### src/rtl/bus_resp_pkg.sv
// Shared types and constants for the 65C02 bus responder.
// State encoding, data-register reset/timeout values and DI source selectors.
package bus_resp_pkg;

    typedef enum logic [1:0] {
        IDLE = 2'd0,
        REQ  = 2'd1,
        DONE = 2'd2
    } state_e;

    localparam logic [7:0] DI_TIMEOUT = 8'hFF;
    localparam logic [7:0] DATA_RST   = 8'h00;

    localparam logic SRC_RAM = 1'b0;
    localparam logic SRC_EXT = 1'b1;

endpackage

### src/rtl/bus_resp_ram.sv
// Single-port INT_WORDS x 8 RAM, one-cycle registered read, no reset.
// Read-during-write returns the old contents; no backpressure (always ready).
module bus_resp_ram #(
    parameter int WORDS = 512
) (
    input  logic                     clk,
    input  logic                     en_i,
    input  logic                     we_i,
    input  logic [$clog2(WORDS)-1:0] addr_i,
    input  logic [7:0]               wdata_i,
    output logic [7:0]               rdata_o
);

    logic [7:0] mem_q [WORDS];
    logic [7:0] rdata_q;

    always_ff @(posedge clk) begin
        if (en_i) begin
            if (we_i) begin
                mem_q[addr_i] <= wdata_i;
            end
            rdata_q <= mem_q[addr_i];
        end
    end

    assign rdata_o = rdata_q;

endmodule

### src/rtl/bus_resp.sv
// 65C02 bus responder: zero-wait internal RAM below INT_WORDS, everything else bridged to ext req/ack.
// Internal reads land on DI one cycle later; external accesses hold RDY low until ack or TIMEOUT.
module bus_resp
    import bus_resp_pkg::*;
#(
    parameter int INT_WORDS = 512,
    parameter int TIMEOUT   = 16
) (
    input  logic        clk,
    input  logic        RST_N,
    input  logic [15:0] AB,
    input  logic        WE,
    input  logic [7:0]  DO,
    output logic [7:0]  DI,
    output logic        RDY,
    output logic        ext_req,
    output logic        ext_we,
    output logic [15:0] ext_addr,
    output logic [7:0]  ext_wdata,
    input  logic        ext_ack,
    input  logic [7:0]  ext_rdata,
    output logic        bus_err
);

    localparam int AW = $clog2(INT_WORDS);

    state_e      state_q, state_d;
    logic [7:0]  cnt_q, cnt_d;
    logic [7:0]  data_q, data_d;
    logic        src_q, src_d;
    logic        req_q, req_d;
    logic        we_q, we_d;
    logic [15:0] addr_q, addr_d;
    logic [7:0]  wdata_q, wdata_d;
    logic        err_q, err_d;

    logic        int_hit;
    logic        timeout_hit;
    logic        rdy_c;
    logic        ram_en;
    logic [7:0]  ram_rdata;

    assign int_hit     = ({1'b0, AB} < 17'(INT_WORDS));
    assign timeout_hit = (cnt_q == 8'(TIMEOUT - 1));

    always_ff @(posedge clk or negedge RST_N) begin
        if (!RST_N) begin
            state_q <= IDLE;
        end else begin
            state_q <= state_d;
        end
    end

    always_comb begin
        state_d = state_q;
        case (state_q)
            IDLE:    if (!int_hit) state_d = REQ;
            REQ:     if (ext_ack || timeout_hit) state_d = DONE;
            DONE:    state_d = IDLE;
            default: state_d = IDLE;
        endcase
    end

    // DONE completes unconditionally so the held external AB cannot re-trigger.
    always_comb begin
        rdy_c  = 1'b0;
        ram_en = 1'b0;
        case (state_q)
            IDLE: begin
                rdy_c  = int_hit;
                ram_en = int_hit;
            end
            DONE:    rdy_c = 1'b1;
            default: rdy_c = 1'b0;
        endcase
    end

    assign RDY = RST_N & rdy_c;

    always_comb begin
        cnt_d   = cnt_q;
        data_d  = data_q;
        src_d   = src_q;
        req_d   = req_q;
        we_d    = we_q;
        addr_d  = addr_q;
        wdata_d = wdata_q;
        err_d   = 1'b0;
        if (state_q == IDLE && !int_hit) begin
            addr_d  = AB;
            we_d    = WE;
            wdata_d = DO;
            req_d   = 1'b1;
            cnt_d   = 8'd0;
        end
        if (state_q == REQ) begin
            cnt_d = cnt_q + 8'd1;
            if (ext_ack) begin
                data_d = ext_rdata;
                req_d  = 1'b0;
            end else if (timeout_hit) begin
                data_d = DI_TIMEOUT;
                err_d  = 1'b1;
                req_d  = 1'b0;
            end
        end
        // DI source only moves on a completing edge so DI holds between accesses.
        if (rdy_c) begin
            src_d = (state_q == DONE) ? SRC_EXT : SRC_RAM;
        end
    end

    always_ff @(posedge clk or negedge RST_N) begin
        if (!RST_N) begin
            cnt_q   <= 8'd0;
            data_q  <= DATA_RST;
            src_q   <= SRC_EXT;
            req_q   <= 1'b0;
            we_q    <= 1'b0;
            addr_q  <= 16'h0000;
            wdata_q <= 8'h00;
            err_q   <= 1'b0;
        end else begin
            cnt_q   <= cnt_d;
            data_q  <= data_d;
            src_q   <= src_d;
            req_q   <= req_d;
            we_q    <= we_d;
            addr_q  <= addr_d;
            wdata_q <= wdata_d;
            err_q   <= err_d;
        end
    end

    bus_resp_ram #(
        .WORDS (INT_WORDS)
    ) u_ram (
        .clk     (clk),
        .en_i    (ram_en & RST_N),
        .we_i    (WE),
        .addr_i  (AB[AW-1:0]),
        .wdata_i (DO),
        .rdata_o (ram_rdata)
    );

    assign DI        = (src_q == SRC_EXT) ? data_q : ram_rdata;
    assign ext_req   = req_q;
    assign ext_we    = we_q;
    assign ext_addr  = addr_q;
    assign ext_wdata = wdata_q;
    assign bus_err   = err_q;

endmodule

### config.mk
export PLATFORM = sky130hd
export DESIGN_NAME = bus_resp
export DESIGN_NICKNAME = d
export VERILOG_FILES = /design/src/rtl/bus_resp_pkg.sv /design/src/rtl/bus_resp_ram.sv /design/src/rtl/bus_resp.sv
export SDC_FILE = /design/constraint.sdc
export NUM_CORES = 2
export LEC_CHECK = 0
export CAP_MARGIN = 10
export CORE_MARGIN = 2
export CORE_UTILIZATION = 60
export DETAILED_ROUTE_END_ITERATION = 8
export PLACE_DENSITY = 0.76
export SLEW_MARGIN = 10
export SYNTH_ARGS = -nofsm -noshare
export SYNTH_HDL_FRONTEND = slang
export SYNTH_SLANG_ARGS = --single-unit
### constraint.sdc
create_clock -name clk -period 8 [get_ports clk]
set_input_delay 0.8 -clock clk [delete_from_list [all_inputs] [get_ports clk]]
set_output_delay 0.8 -clock clk [all_outputs]
set_load 0.05 [all_outputs]
==> Implementation_results.wiki <==
{| class="wikitable"
! Metric !! Value
|-
| Result of the run || completed
|-
| TritonCTS clock tree || done
|-
| #FFs+latches synth || 4150
|-
| Pin count of the biggest net entering global routing || ~210
|-
| CTS H-tree depth || 5
|-
| Worst min path class || in2async
|-
| CP max stage cell || sky130_fd_sc_hd__nor4bb_1
|-
| Terminus of the critical flop-to-flop path || u_ram.mem_q[120][3]$_DFFE_PP_
|-
| Slew @ Worst Pin || approximately 1.4 ns
|-
| Worst Setup Slack, final || approximately 2.9 ns
|-
| Syn Std Cell Area || 161000 sq um
|-
| Leakage power || about 56 nW
|-
| Core Rows || between 150 and 200
|-
| Inserted Clock Buffers || 391
|-
| Final standard cell count with taps included and fillers excluded || ~12k
|-
| Post-DP HPWL || ~250 mm
|-
| Share of cells above drive strength 1 || between 20% and 30%
|-
| Share of async-settable or async-resettable flops after synthesis || around 1.1%
|-
| Max-slew headroom || under 10%
|-
| Die Wd || between 500 and 600 um
|-
| Cells on worst reg2reg path || 6
|-
| Remaining global-route overflow || 0
|-
| Part of the cycle the worst path needs || about 64%
|-
| Vias after detailed routing || ~84k
|-
| Final wirelength || between 400 and 500 mm
|-
| Port-buffer cells || just over 70
|-
| Main synth FF type || sky130_fd_sc_hd__edfxtp_1
|-
| Initial DRC Count || around 15k
|-
| Kind of capture point of the worst setup path || flop
|-
| Pre-CTS WS || ~2.1 ns
|-
| Y dimension of the die || 522 um
|-
| Number of antenna violations at the first check in global routing || 36
|-
| Total power per unit cell area || about 250 nW/um^2
|-
| Clock transition at path regs || approximately 0.06 ns
|-
| Share of the synthesized area in the top cell type || roughly three quarters
|-
| Peak ir drop on the vdd network || 0.000227 V
|-
| Quantity of gates resized following cts || 0
|-
| Number of setup violations in the final report || 0
|-
| Critical path class || in2reg
|-
| Maximum clock insertion buffer count || 4
|-
| Count of yosys warnings during synthesis || 0
|-
| Overall track demand over capacity in global routing || a little under a third
|-
| Count of max-cap constraint violations || 0
|-
| Synthesized netlist net count || roughly 7.7k
|-
| CTS root buf || sky130_fd_sc_hd__clkbuf_16
|-
| Hold violation count in the final report || 0
|-
| Share of the core filled with cells || approximately two thirds
|-
| Main area contributors after synthesis || sky130_fd_sc_hd__edfxtp_1, sky130_fd_sc_hd__mux4_2, sky130_fd_sc_hd__mux2i_1
|-
| Crit path capture || u_ram.rdata_o[0]$_DFFE_PP_
|-
| Clock sinks || 4150
|-
| Per-cell via count in the routed design || between 7 and 8
|-
| Via count of the first global-routing pass || a little over 80k
|-
| Number of enable-type register cells in the synthesized netlist || a little over 4k
|-
| Final count of pins violating max slew || 0
|-
| Final setup TNS || 0 ns
|-
| Highest clock rate || approximately 200 MHz
|-
| RSZ-0062 raised after global routing || false
|-
| Post-layout min period || around 5.1 ns
|-
| Critical Path Fanout Max || 82
|-
| Residual antenna-violating net count after detailed routing || 0
|-
| RePlAce Congestion || between 0.9 and 1
|-
| Cell total after placement || 11.0k
|-
| Portion of the post-synthesis area used by sequential elements || 77.4%
|-
| Worst-skew pair later-pin latency || a little over 0.9 ns
|-
| CP Launch Point || AB[0]
|-
| Leading area contributor after synthesis || sky130_fd_sc_hd__edfxtp_1
|-
| Delay of the slowest cell on the worst path || 1.00 ns
|-
| Number of search-and-repair iterations in the first detailed-routing pass || 9
|-
| Global-route wire length before repair || roughly 610 mm
|-
| Critical Path AT || ~5.7 ns
|-
| Post-Syn Area per Cell || around 21 sq um
|-
| Reg2Reg Launch Point || state_q[0]$_DFFE_PN0P_
|-
| Fill cell count || about 16k
|-
| Post-DR wirelength/cell || around 37 um
|-
| Setup crit start kind || primary input
|-
| Quantity of hold-fixing buffers added after cts || 0
|-
| Starting utilization of the core area || between 60% and 70%
|-
| Gate count after technology mapping || between 7k and 8k
|-
| Critical Path Most Common Cell || sky130_fd_sc_hd__buf_12
|-
| Core footprint || 267000 sq um
|-
| Die area || 272000 sq um
|-
| Post-Route Skew || slightly above 0.05 ns
|-
| Register-to-register path setup slack || roughly 3.3 ns
|-
| Worst-path cell chain || buf_12 > buf_12 > buf_4 > mux4_2 > mux2i_1 > o22ai_1 > o21ai_0 > nor4bb_1 > nand4_1
|-
| Post-detailed-route DRC marker count || 0
|-
| Count of pins on the block boundary || 72
|-
| Setup Fix Bufs, Post-CTS || 0
|-
| Count of distinct cell types in the synthesized netlist || 70
|-
| Number of nets in the layout || approximately 8k
|-
| Crit path required time || approximately 8.6 ns
|-
| Area overhead of the layout relative to synthesis || 10.9%
|}
## cell families (layout without fill, tap and decap cells)
kind of cell	count (synthesis)	count (layout)	share of synthesized area, %
compound gates	650	650	2.71
fa+ha+maj	1	1	0.00778
buf+inv	478	957	1.42
flops	4150	4150	77.4
mux	1319	1319	15.5
other cells	0	16	0
simple gates	1091	1091	3.01
## layout make-up
type                       instances  area [sq um]  area share [%]
tap                             3552          4440            2.49
clock inverter                   254          2510            1.41
inverter                           8          40.0          0.0225
sequential                      4150        124000            69.8
clock buffer                     461         10200            5.73
multi-input combinational       3061         34300            19.3
antenna                           16          40.0          0.0225
timing repair buffer             234          2340            1.31
## report_power, final
| part | leakage [nW] | switching (mW) | internal (mW) | total (mW) |
|---|---|---|---|---|
| clock network | 6.21 | 8.00 | 10.6 | 18.6 |
| registers | 37.4 | 0.0624 | 24.0 | 24.0 |
| logic | 11.9 | 1.89 | 0.867 | 2.75 |
| total | 55.6 | 9.95 | 35.5 | 45.4 |
## worst min path at each step
stage / from / to / slack [ns] / depth (start not counted)
after floorplan: cnt_q[7]$_DFFE_PN0P_ / cnt_q[7]$_DFFE_PN0P_ / 0.45 / 1
after global placement: ext_addr[10]$_DFFE_PN0P_ / ext_addr[10]$_DFFE_PN0P_ / 0.46 / 2
after detailed placement: ext_we$_DFFE_PN0P_ / ext_we$_DFFE_PN0P_ / 0.46 / 2
after CTS: RST_N / ext_addr[3]$_DFFE_PN0P_ / 0.05 / 1
after global routing: RST_N / ext_addr[3]$_DFFE_PN0P_ / 0.14 / 1
final: RST_N / ext_addr[3]$_DFFE_PN0P_ / 0.07 / 1
## per-layer routing
metal	up-vias	GRT usage, %	wire length (um)
met5	-	0	200
met4	26	13.2	21400
met3	1196	11.4	65500
met2	7114	46.2	194000
met1	43100	43.5	149000
li1	32300	-	-
## cell usage in the layout, fill, tap and decap left out, types with 25 or more instances in the layout
master,instances
sky130_fd_sc_hd__o21ai_0,111
sky130_fd_sc_hd__and3_1,26
sky130_fd_sc_hd__clkbuf_1,62
sky130_fd_sc_hd__clkinv_1,97
sky130_fd_sc_hd__a21oi_1,103
sky130_fd_sc_hd__buf_4,135
sky130_fd_sc_hd__dfrtp_1,45
sky130_fd_sc_hd__nand2_1,207
sky130_fd_sc_hd__nor2b_1,34
sky130_fd_sc_hd__a211oi_1,25
sky130_fd_sc_hd__nand3_1,97
sky130_fd_sc_hd__a22oi_1,144
sky130_fd_sc_hd__clkdlybuf4s50_1,56
sky130_fd_sc_hd__bufinv_16,47
sky130_fd_sc_hd__clkbuf_16,399
sky130_fd_sc_hd__mux2_2,65
sky130_fd_sc_hd__clkinv_2,75
sky130_fd_sc_hd__o22ai_1,96
sky130_fd_sc_hd__edfxtp_1,4104
sky130_fd_sc_hd__mux2i_1,328
sky130_fd_sc_hd__nand4_1,34
sky130_fd_sc_hd__mux4_2,922
sky130_fd_sc_hd__buf_12,28
sky130_fd_sc_hd__nor2_1,563
sky130_fd_sc_hd__a31oi_1,26
## state kept, by name, indices dropped and copies added (netlist names)
name and flops:
ext_we 1, ext_wdata 8, u_ram.rdata_o 8, ext_req 1, cnt_q 8, data_q 8, state_q 2, ext_addr 16
src_q 1, bus_err 1, u_ram.mem_q 4096
## per-stage QoR
| stage | hold slack (ns) | total power, mW | area [sq um] |
|---|---|---|---|
| 2_1_floorplan | 0.449 | 26.0 | 161000 |
| 3_3_place_gp | 0.462 | 27.1 | 166000 |
| 3_5_place_dp | 0.463 | 27.2 | 166000 |
| 4_1_cts | 0.0508 | 45.5 | 178000 |
| 5_1_grt | 0.138 | 46.4 | 178000 |
| 6_report | 0.0672 | 45.4 | 178000 |
## critical path: cells and delay by family
kind / cells / cell delay [ns]
simple gates: 2 / 1.17
compound gates: 2 / 1.02
buf+inv: 3 / 1.41
mux: 2 / 0.81
## cells in the mapped netlist, drive strengths merged (16+ instances only)
cell type	number
a31oi	26
a22o	23
o22ai	96
a211oi	25
a221oi	18
clkbuf	186
buf	284
and3	27
nor3	18
nand4	34
nand2	221
nand3	102
nor2b	37
o21ai	116
edfxtp	4104
or4	16
dfrtp	45
mux2i	328
mux4	926
mux2	65
a22oi	144
a21oi	103
nor2	567
Power figures use the tool's default switching activity.
